### config.mk
export PLATFORM = sky130hd
export DESIGN_NAME = spart_rx_multi
export DESIGN_NICKNAME = d
export VERILOG_FILES = /design/src/rtl/spart_pkg.sv /design/src/rtl/spart_rx_fifo.sv /design/src/rtl/spart_rx_multi.sv
export SDC_FILE = /design/constraint.sdc
export NUM_CORES = 1
export LEC_CHECK = 0
export CAP_MARGIN = 20
export CELL_PAD_IN_SITES_DETAIL_PLACEMENT = 0
export CELL_PAD_IN_SITES_GLOBAL_PLACEMENT = 1
export CORE_MARGIN = 5
export CORE_UTILIZATION = 49
export DETAILED_ROUTE_END_ITERATION = 12
export PLACE_DENSITY_LB_ADDON = 0.08
export SLEW_MARGIN = 30
export SYNTH_ARGS = -nofsm -noshare
export SYNTH_HDL_FRONTEND = slang
export SYNTH_SLANG_ARGS = --single-unit
export TNS_END_PERCENT = 5
### constraint.sdc
create_clock -name clk -period 2.4 [get_ports clk]
set_input_delay 0.48 -clock clk [delete_from_list [all_inputs] [get_ports clk]]
set_output_delay 0.48 -clock clk [all_outputs]
set_load 0.03 [all_outputs]
### src/rtl/spart_pkg.sv
// Shared types and helpers for the oversampling serial receiver.
package spart_pkg;

  typedef enum logic [2:0] {
    IDLE   = 3'd0,
    START  = 3'd1,
    DATA   = 3'd2,
    PARITY = 3'd3,
    STOP   = 3'd4,
    BREAK  = 3'd5
  } rx_state_t;

  // Two-out-of-three vote used to decide each received bit.
  function automatic logic maj3(input logic a, input logic b, input logic c);
    return (a & b) | (a & c) | (b & c);
  endfunction

  // Even parity (XOR reduction) over up to 9 data bits; callers zero-extend.
  function automatic logic parity9(input logic [8:0] d);
    return ^d;
  endfunction

endpackage

### src/rtl/spart_rx_fifo.sv
// Small show-ahead receive FIFO.
// Handshake: push writes din when not full, or when full and a pop happens in
// the same cycle (pop is taken first). pop removes the head only when not
// empty; a pop on an empty FIFO is ignored. dout is the head, 0 when empty.
module spart_rx_fifo #(
  parameter int WIDTH = 8,
  parameter int DEPTH = 4
) (
  input  logic             clk,
  input  logic             rst_n,
  input  logic             push,
  input  logic [WIDTH-1:0] din,
  input  logic             pop,
  output logic [WIDTH-1:0] dout,
  output logic             full,
  output logic             empty
);

  localparam int AW = $clog2(DEPTH);
  localparam logic [AW:0] DEPTH_C = (AW+1)'(DEPTH);

  logic [WIDTH-1:0] mem [DEPTH];
  logic [AW-1:0]    rd_ptr;
  logic [AW-1:0]    wr_ptr;
  logic [AW:0]      count;
  logic             do_pop;
  logic             do_push;

  assign full    = (count == DEPTH_C);
  assign empty   = (count == '0);
  assign do_pop  = pop & ~empty;
  assign do_push = push & (~full | do_pop);
  assign dout    = empty ? '0 : mem[rd_ptr];

  // Storage array; contents are only meaningful between the pointers.
  always_ff @(posedge clk) begin
    if (do_push) mem[wr_ptr] <= din;
  end

  // Pointer and occupancy bookkeeping.
  always_ff @(posedge clk or negedge rst_n) begin
    if (!rst_n) begin
      rd_ptr <= '0;
      wr_ptr <= '0;
      count  <= '0;
    end else begin
      if (do_push) wr_ptr <= wr_ptr + AW'(1);
      if (do_pop)  rd_ptr <= rd_ptr + AW'(1);
      if (do_push && !do_pop)      count <= count + (AW+1)'(1);
      else if (!do_push && do_pop) count <= count - (AW+1)'(1);
    end
  end

endmodule

### src/rtl/spart_rx_multi.sv
// Configurable oversampling serial receiver with majority-vote bit decisions,
// optional parity, 1 or 2 stop bits, break handling and a receive FIFO.
module spart_rx_multi
  import spart_pkg::*;
#(
  parameter int DATA_BITS  = 8,
  parameter int OVERSAMPLE = 16,
  parameter int PARITY_EN  = 0,
  parameter int PARITY_ODD = 0,
  parameter int STOP_BITS  = 1,
  parameter int FIFO_DEPTH = 4
) (
  input  logic                 clk,
  input  logic                 rst_n,
  input  logic                 RX,
  input  logic                 brg_en,
  input  logic                 clr_rda,
  output logic [DATA_BITS-1:0] DATABUS,
  output logic                 RDA,
  input  logic                 err_clr,
  output logic                 frame_err,
  output logic                 parity_err,
  output logic                 overrun,
  output rx_state_t            dbg_state
);

  localparam int TW = $clog2(OVERSAMPLE);
  localparam int BW = $clog2(DATA_BITS);
  localparam logic [TW-1:0] T_S0   = TW'(OVERSAMPLE/2 - 1);
  localparam logic [TW-1:0] T_S1   = TW'(OVERSAMPLE/2);
  localparam logic [TW-1:0] T_S2   = TW'(OVERSAMPLE/2 + 1);
  localparam logic [TW-1:0] T_LAST = TW'(OVERSAMPLE - 1);
  localparam logic [BW-1:0] B_LAST = BW'(DATA_BITS - 1);
  localparam logic          S_LAST = (STOP_BITS == 2);
  localparam logic          ODD    = (PARITY_ODD != 0);

  rx_state_t            state;
  logic                 rx_meta, rx_sync;
  logic [TW-1:0]        tick_cnt;
  logic [BW-1:0]        bit_cnt;
  logic                 stop_cnt;
  logic [1:0]           samp;
  logic [DATA_BITS-1:0] shift_reg;
  logic                 par_bad;
  logic                 push_q;
  logic [DATA_BITS-1:0] push_data;
  logic                 push_perr;
  logic                 frame_set;
  logic                 fifo_full, fifo_empty;
  logic                 bit_val;

  assign bit_val   = maj3(samp[0], samp[1], rx_sync);
  assign dbg_state = state;
  assign RDA       = ~fifo_empty;

  // Two-flop synchroniser for the asynchronous line, idling high.
  always_ff @(posedge clk or negedge rst_n) begin
    if (!rst_n) begin
      rx_meta <= 1'b1;
      rx_sync <= 1'b1;
    end else begin
      rx_meta <= RX;
      rx_sync <= rx_meta;
    end
  end

  // Frame FSM: every decision is taken on an oversample tick.
  always_ff @(posedge clk or negedge rst_n) begin
    if (!rst_n) begin
      state     <= IDLE;
      tick_cnt  <= '0;
      bit_cnt   <= '0;
      stop_cnt  <= 1'b0;
      samp      <= 2'b11;
      shift_reg <= '0;
      par_bad   <= 1'b0;
      push_q    <= 1'b0;
      push_data <= '0;
      push_perr <= 1'b0;
      frame_set <= 1'b0;
    end else begin
      push_q    <= 1'b0;
      frame_set <= 1'b0;
      if (brg_en) begin
        case (state)
          IDLE: begin
            if (!rx_sync) begin
              state    <= START;
              tick_cnt <= '0;
            end
          end
          BREAK: begin
            if (rx_sync) state <= IDLE;
          end
          default: begin
            tick_cnt <= (tick_cnt == T_LAST) ? '0 : tick_cnt + TW'(1);
            if (tick_cnt == T_S0) samp[0] <= rx_sync;
            if (tick_cnt == T_S1) samp[1] <= rx_sync;
            case (state)
              START: begin
                if (tick_cnt == T_S2 && bit_val) begin
                  state    <= IDLE;
                  tick_cnt <= '0;
                end
                if (tick_cnt == T_LAST) begin
                  state   <= DATA;
                  bit_cnt <= '0;
                end
              end
              DATA: begin
                if (tick_cnt == T_S2) shift_reg <= {bit_val, shift_reg[DATA_BITS-1:1]};
                if (tick_cnt == T_LAST) begin
                  stop_cnt <= 1'b0;
                  if (bit_cnt == B_LAST) begin
                    bit_cnt <= '0;
                    state   <= (PARITY_EN != 0) ? PARITY : STOP;
                  end else begin
                    bit_cnt <= bit_cnt + BW'(1);
                  end
                end
              end
              PARITY: begin
                if (tick_cnt == T_S2)
                  par_bad <= bit_val != (parity9(9'(shift_reg)) ^ ODD);
                if (tick_cnt == T_LAST) state <= STOP;
              end
              STOP: begin
                if (tick_cnt == T_S2) begin
                  if (!bit_val) begin
                    frame_set <= 1'b1;
                    state     <= rx_sync ? IDLE : BREAK;
                    tick_cnt  <= '0;
                  end else if (stop_cnt == S_LAST) begin
                    push_q    <= 1'b1;
                    push_data <= shift_reg;
                    push_perr <= (PARITY_EN != 0) & par_bad;
                    state     <= IDLE;
                    tick_cnt  <= '0;
                  end
                end
                if (tick_cnt == T_LAST) stop_cnt <= 1'b1;
              end
              default: state <= IDLE;
            endcase
          end
        endcase
      end
    end
  end

  // Sticky error flags; a set event wins over a simultaneous clear.
  always_ff @(posedge clk or negedge rst_n) begin
    if (!rst_n) begin
      frame_err  <= 1'b0;
      parity_err <= 1'b0;
      overrun    <= 1'b0;
    end else begin
      if (frame_set)              frame_err <= 1'b1;
      else if (err_clr)           frame_err <= 1'b0;
      if (push_q && push_perr)    parity_err <= 1'b1;
      else if (err_clr)           parity_err <= 1'b0;
      if (push_q && fifo_full && !clr_rda) overrun <= 1'b1;
      else if (err_clr)           overrun <= 1'b0;
    end
  end

  spart_rx_fifo #(
    .WIDTH(DATA_BITS),
    .DEPTH(FIFO_DEPTH)
  ) u_fifo (
    .clk  (clk),
    .rst_n(rst_n),
    .push (push_q),
    .din  (push_data),
    .pop  (clr_rda),
    .dout (DATABUS),
    .full (fifo_full),
    .empty(fifo_empty)
  );

endmodule

==> key figures, run 1 <==
Timing
  • Fin. Hold Viols: 0
  • Final period util: ~100%
  • Endpoints failing setup: 0
  • Max-slew headroom: 63.8%
  • Fmax: around 430 MHz
  • Max Transition Viols Final: 0
  • Worst hold slack: approximately 0.20 ns
  • Final min period: about 2.3 ns
  • Worst Max-Slew Pin Slew: ~0.54 ns
  • Worst Skew: between 0.006 and 0.007 ns
  • RSZ-0062 raised after global routing: yes

Worst setup path
  • Arrival time worst endpoint: 1.86 ns
  • Worst reg2reg startpoint: u_fifo.count[1]
  • Worst reg2reg path depth: 8
  • Critical Path Sink: DATABUS[6]
  • Crit path launch type: flop
  • Critical path class: flop to output pin
  • Worst Setup End Kind: output pin
  • Worst Path Required: roughly 1.9 ns
  • Critical R2R Capture: u_fifo.count[2]
  • R2R Setup Slk: about 0.26 ns
  • Crit path launch: u_fifo.rd_ptr[0]
  • Crit-path max FO: 10

Die
  • I/O pin count: 21
  • Die area: between 8000 and 9000 µm²
  • Starting Density: between 50% and 60%
  • Die width: 93.5 µm
  • Core Region: ~6800 µm²
  • Cell Rows: 30
  • Die height: 93.5 µm

Layout
  • Nets@finish: roughly 290
  • Most common cell after layout, fill and taps aside: dfrtp_1
  • Register area: roughly 2000 µm²
  • Multi-input gate area: 1300 µm²
  • Final core occ: between 50 and 60%
  • Commonest non-fill, non-tap cells in the layout: dfrtp_1, edfxtp_1, nand2_1, and2_1, mux2_2
  • Fillers: just under 600
  • Layout area overhead: 14.8%
  • Non-Filler Instances: roughly 370
  • Share of cells above drive strength 1: approximately a quarter
  • Largest register FFs: 32
  • Inserted Diodes: 0
  • Finished Cell Area: 3920 µm²

Clocking
  • Post-cts hold buffer count: 0
  • Clock tree buffer depth: 2
  • H-tree Lvls: 3
  • CTS tree: done
  • CTS Sinks: 74
  • Clock Latency Late Sink: between 0.3 and 0.4 ns
  • Total CTS buffers: 9
  • CTS Root Cell: clkbuf_8
  • Worst-path clk slew: approximately 0.080 ns

Power and ir drop
  • P_leak: 0.00169 µW
  • Worst vdd ir: ~0.38 mV
  • Power Density: 717 nW/µm²
  • Power, Total: approximately 2800 µW

GRT
  • Initial antenna violation count: 0
  • Pin count of the biggest net entering global routing: 43
  • GRT Overall Usage: roughly 15%
  • Remaining Overflow, GRT: 0
  • First-pass GRT wire length: a little under 10 mm
  • Vias in the first global route: a little under 2000

Logic synthesis
  • Yosys reg bits: 74
  • Syn nets: 257
  • Mean Syn Cell Area: ~14 µm²
  • Post-synthesis async set-or-reset flop share: between 50% and 60%
  • Cell area after synthesis: approximately 3400 µm²
  • Netlist cell types: 54
  • Synthesis Warnings: 0
  • Synth Flop Type: dfrtp_1
  • Syn Inst Count: 240
  • Seq/Total Area, Yosys: approximately three fifths
  • Number of enable flip-flop cells after synthesis: 32

Route
  • Iteration-0 DRC Markers: a little over 80
  • WL/cell: ~15 µm
  • Routed WL: approximately 5.7 mm
  • Vias/cell: between 5 and 6
  • Final ANT Viol Nets: 0
  • DRC: 0
  • Routed vias: around 1900
  • Pre-antenna DRT Iters: 4

Place
  • Placement Cell Area: approximately 3700 µm²
  • Cells after DPL: ~350
  • Detailed placer's ending HPWL: slightly below 4 mm
  • Routability Congestion: a little under 0.8
  • Buffers added on ports: 19

Worst hold path
  • Hold Path Class: input port to asynchronous set/reset pin

Status
  • Status: finished clean

Run
  • Max_cap viols: 0
-- metrics by stage --
stage	setup WS (ns)	TNS [ns]
6_report	0.0557	0
5_1_grt	-0.0409	-0.0409
4_1_cts	0.00374	0
3_5_place_dp	-0.0590	-0.0590
3_3_place_gp	-0.000484	-0.000484
2_1_floorplan	0.344	0
-- synthesized netlist by cell type, drive strengths merged (2+ instances only) --
master	number	area [µm²]
o21ai	10	50.0
ha	10	125
xnor2	4	35.0
dfstp	4	105
nor3b	3	33.8
a22o	6	52.6
nor2	6	22.5
a21oi	2	10.0
buf	8	57.6
nand3	3	15.0
nor4	2	12.5
a211o	2	17.5
mux2	22	278
nand2	13	48.8
dfrtp	38	951
a21o	2	15.0
nor3	4	20.0
nand2b	4	25.0
clkbuf	5	18.8
mux4	8	180
nor2b	4	25.0
xor2	3	26.3
or3	3	18.8
nand3b	2	15.0
a2111oi	2	23.8
and2	12	75.1
inv	7	26.3
a211oi	2	20.0
edfxtp	32	961
-- logic make-up (layout without fill, tap and decap cells) --
family,count (synthesis),in the layout,share of synthesized area (%)
AO/OA/AOI/OAI,32,32,6.88
XOR/XNOR,7,7,1.79
adder cells (fa/ha/maj),12,12,4.58
buffers and inverters,20,53,3.00
flip-flops,74,74,59.0
multiplexers,30,30,13.4
other,1,1,0.110
AND/OR/NAND/NOR,64,64,11.2
-- repair_timing --
item / in CTS / in global routing
endpoints found under the setup margin: 9 / 9
hold endpoints to repair: 0 / 0
buffers inserted: 0 / 0
resized for setup: 9 / 16
-- worst min-delay path by stage --
stage	from	end	depth (start not counted)
after floorplan	rst_n	bit_cnt[0]	0
after global placement	rx_meta	rx_sync	0
after detailed placement	rx_meta	rx_sync	0
after CTS	rst_n	u_fifo.rd_ptr[0]	2
after global routing	rst_n	u_fifo.rd_ptr[1]	2
final	rst_n	u_fifo.rd_ptr[0]	2
-- per-layer routing --
| metal | track usage [%] | routed length (µm) |
|---|---|---|
| met5 | 0 | 0 |
| met2 | 21.4 | 2550 |
| met1 | 21.5 | 2820 |
| met3 | 3.06 | 186 |
| met4 | 6.59 | 98 |
-- worst max-delay path, cell delays in order, from the launching register on --
cell and delay (ns):
dfrtp_1 0.38, buf_12 0.15, mux4_2 0.48, and2_1 0.17
clkdlybuf4s15_1 0.34
-- final cells by class --
type / count / area share, %
tap: 96 / 3.06
clock buffer: 11 / 3.89
multi-input combinational: 146 / 33.2
timing repair buffer: 30 / 6.22
inverter: 7 / 0.670
sequential: 74 / 51.4
clock inverter: 5 / 1.53
-- power by group --
part,internal (µW),switching [µW]
registers,1370,96.8
logic,170,170
clock network,548,463
Power figures use the tool's default switching activity.
==> run 2: changes to the inputs <==
--- a/config.mk
+++ b/config.mk
@@ -8,7 +8,7 @@
 export CAP_MARGIN = 20
 export CELL_PAD_IN_SITES_DETAIL_PLACEMENT = 0
 export CELL_PAD_IN_SITES_GLOBAL_PLACEMENT = 1
-export CORE_MARGIN = 5
+export CORE_MARGIN = 1.5
 export CORE_UTILIZATION = 49
 export DETAILED_ROUTE_END_ITERATION = 12
 export PLACE_DENSITY_LB_ADDON = 0.08
==> run 2 against run 1 <==
Net effect:
- non-clock buffer count unchanged
- clock skew up 0.0031 ns
- clock-buffer cell count down 1
- sequential power about the same
- highest routed layer unchanged
- sequential cell count unchanged
- critical path depth unchanged
==> key figures, run 2 (same netlist as run 1, synthesis figures left out) <==
Worst setup path
  • Worst Setup End Kind: output pin
  • R2R Setup Slk: 0.25 ns (about the same)
  • Crit path buffers/inverters: 2 (unchanged)
  • Delay-heaviest family, CP: buffers and inverters
  • Crit-path max FO: 10 (unchanged)
  • Crit-path max cell delay: 0.49 ns (about the same)
  • Arrival time worst endpoint: 1.88 ns (+0.02 ns)
  • Critical path class: flop to output pin
  • Worst path slowest cell: mux4_2
  • Worst path cell trace: buf_12, mux4_2, and2_1, clkdlybuf4s15_1
  • Worst Path Required: 1.92 ns (about the same)
  • Crit path launch type: flop

Power and ir drop
  • Worst vdd ir: 0.394 mV (+4.3%)
  • Power Density: 724 nW/µm² (+1.0%)
  • P_leak: 0.00169 µW (+0.19%)
  • Power, Total: 2830 µW (+0.75%)

Route
  • WL/cell: 16.1 µm (+4.8%)
  • Pre-antenna DRT Iters: 3 (-1)
  • Routed vias: 1923 (+0.37%)
  • Routed WL: 5.67 mm (+0.25%)
  • Final ANT Viol Nets: 0 (unchanged)
  • Vias/cell: 5.45 (+4.9%)
  • Iteration-0 DRC Markers: 66 (-19%)
  • DRC: 0 (unchanged)

Clocking
  • Clock tree buffer depth: 2 (unchanged)
  • Worst-path clk slew: 0.08 ns (about the same)
  • CTS Root Cell: clkbuf_8
  • H-tree Lvls: 3 (unchanged)
  • CTS Sinks: 74 (unchanged)
  • Post-CTS Setup Repair Bufs: 0 (unchanged)
  • Clock Latency Late Sink: 0.34 ns (about the same)
  • CTS tree: done
  • Total CTS buffers: 9 (unchanged)
  • PostCTS Resize Cnt: 10 (+1)
  • Post-cts hold buffer count: 0 (unchanged)

Worst hold path
  • Hold Path Class: input port to asynchronous set/reset pin

Place
  • Detailed placer's ending HPWL: 3.89 mm (+1.2%)
  • Routability Congestion: 0.748 (-6.0%)
  • Buffers added on ports: 19 (unchanged)

Timing
  • Max Transition Viols Final: 0 (unchanged)
  • Final period util: 98.1% (+0.46 points)
  • Endpoints failing setup: 0 (unchanged)
  • Fmax: 425 MHz (-0.47%)
  • Setup TNS: 0 ns (unchanged)
  • Worst Max-Slew Pin Slew: 0.553 ns (+0.0103 ns)
  • Fin. Hold Viols: 0 (unchanged)
  • Max-slew headroom: 62.6% (-1.2 points)
  • Worst Skew: 0.00916 ns (+0.00313 ns)
  • Final min period: 2.36 ns (+0.0111 ns)
  • RSZ-0062 raised after global routing: yes

Status
  • Status: finished clean

Die
  • Die height: 86.5 µm (-7.5%)
  • Cell Rows: 30 (unchanged)
  • Core Region: 6760 µm² (-0.55%)
  • Die width: 86.5 µm (-7.5%)
  • Die area: 7480 µm² (-14%)
  • I/O pin count: 21 (unchanged)
  • Starting Density: 50.6% (+0.28 points)

Layout
  • Most common cell after layout, fill and taps aside: dfrtp_1
  • Largest register FFs: 32 (unchanged)
  • Nets@finish: 285 (unchanged)
  • Layout area overhead: 14.5%
  • Share of cells above drive strength 1: 26.0% (unchanged)
  • Inserted Diodes: 0 (unchanged)
  • Commonest non-fill, non-tap cells in the layout: dfrtp_1, edfxtp_1, nand2_1, and2_1, mux2_2

GRT
  • First-pass GRT wire length: 9.70 mm (-2.4%)
  • Initial antenna violation count: 0 (unchanged)
  • Remaining Overflow, GRT: 0 (unchanged)
  • GRT Overall Usage: 17.2% (+2.4 points)
  • Pin count of the biggest net entering global routing: 43 (unchanged)
  • Vias in the first global route: 1923 (-0.36%)

Run
  • Max_cap viols: 0 (unchanged)
run 2: changes by cell type in the layout (fill, tap and decap cells not counted):
| cell | previous run | this run |
|---|---|---|
| clkbuf_2 | 7 | 6 |
| inv_6 | 1 | 2 |
| clkdlybuf4s15_1 | 1 | 2 |
| clkbuf_1 | 1 | 0 |
run 2: worst paths after layout:
path | start | end | cells after the start
worst max-delay path | u_fifo.rd_ptr[0] | DATABUS[6] | 4
worst min-delay path | rst_n | u_fifo.rd_ptr[1] | 2
worst max register to register | u_fifo.count[1] | u_fifo.count[2] | 8
worst min register to register | rx_meta | rx_sync | 0
max in group asynchronous | rst_n | samp[1] | 2
min in group clk | rx_meta | rx_sync | 0
run 2: final cells by class:
cell class              count  area [µm²]
fillers                   555        2840
flip-flops and latches     74        2020
multi-input cells         146        1300
repair buffers             30         249
clock buffers              10         149
well taps                  80         100
clock inverters             6        68.8
inverters                   7        26.3
run 2: per-layer routing:
metal / wire length, µm / vias to the layer above / GRT usage, %
li1: - / 938 / -
met1: 2920 / 949 / 24.7
met2: 2520 / 26 / 25.9
met3: 134 / 10 / 3.43
met4: 101 / 0 / 7.04
met5: 0 / - / 0
run 2: metrics by stage:
stage / instances / area [µm²] / util (%) / hold slack, ns / setup slack, ns
2_1_floorplan: 240 / 3420 / - / 0.184 / 0.344
3_3_place_gp: 337 / 3720 / 55.1 / 0.346 / 0.00278
3_5_place_dp: 337 / 3720 / 55.1 / 0.348 / -0.0722
4_1_cts: 353 / 3930 / 58.1 / 0.233 / 0.00454
5_1_grt: 353 / 3910 / 57.9 / 0.264 / -0.0409
6_report: 353 / 3910 / 57.9 / 0.212 / 0.0446
run 2: power by group:
part | internal [µW] | switching (µW) | leakage [µW]
Combinational | 172 | 176 | 0.000703
Sequential | 1370 | 97.3 | 0.000877
Clock | 551 | 473 | 0.000108
Total | 2090 | 746 | 0.00169
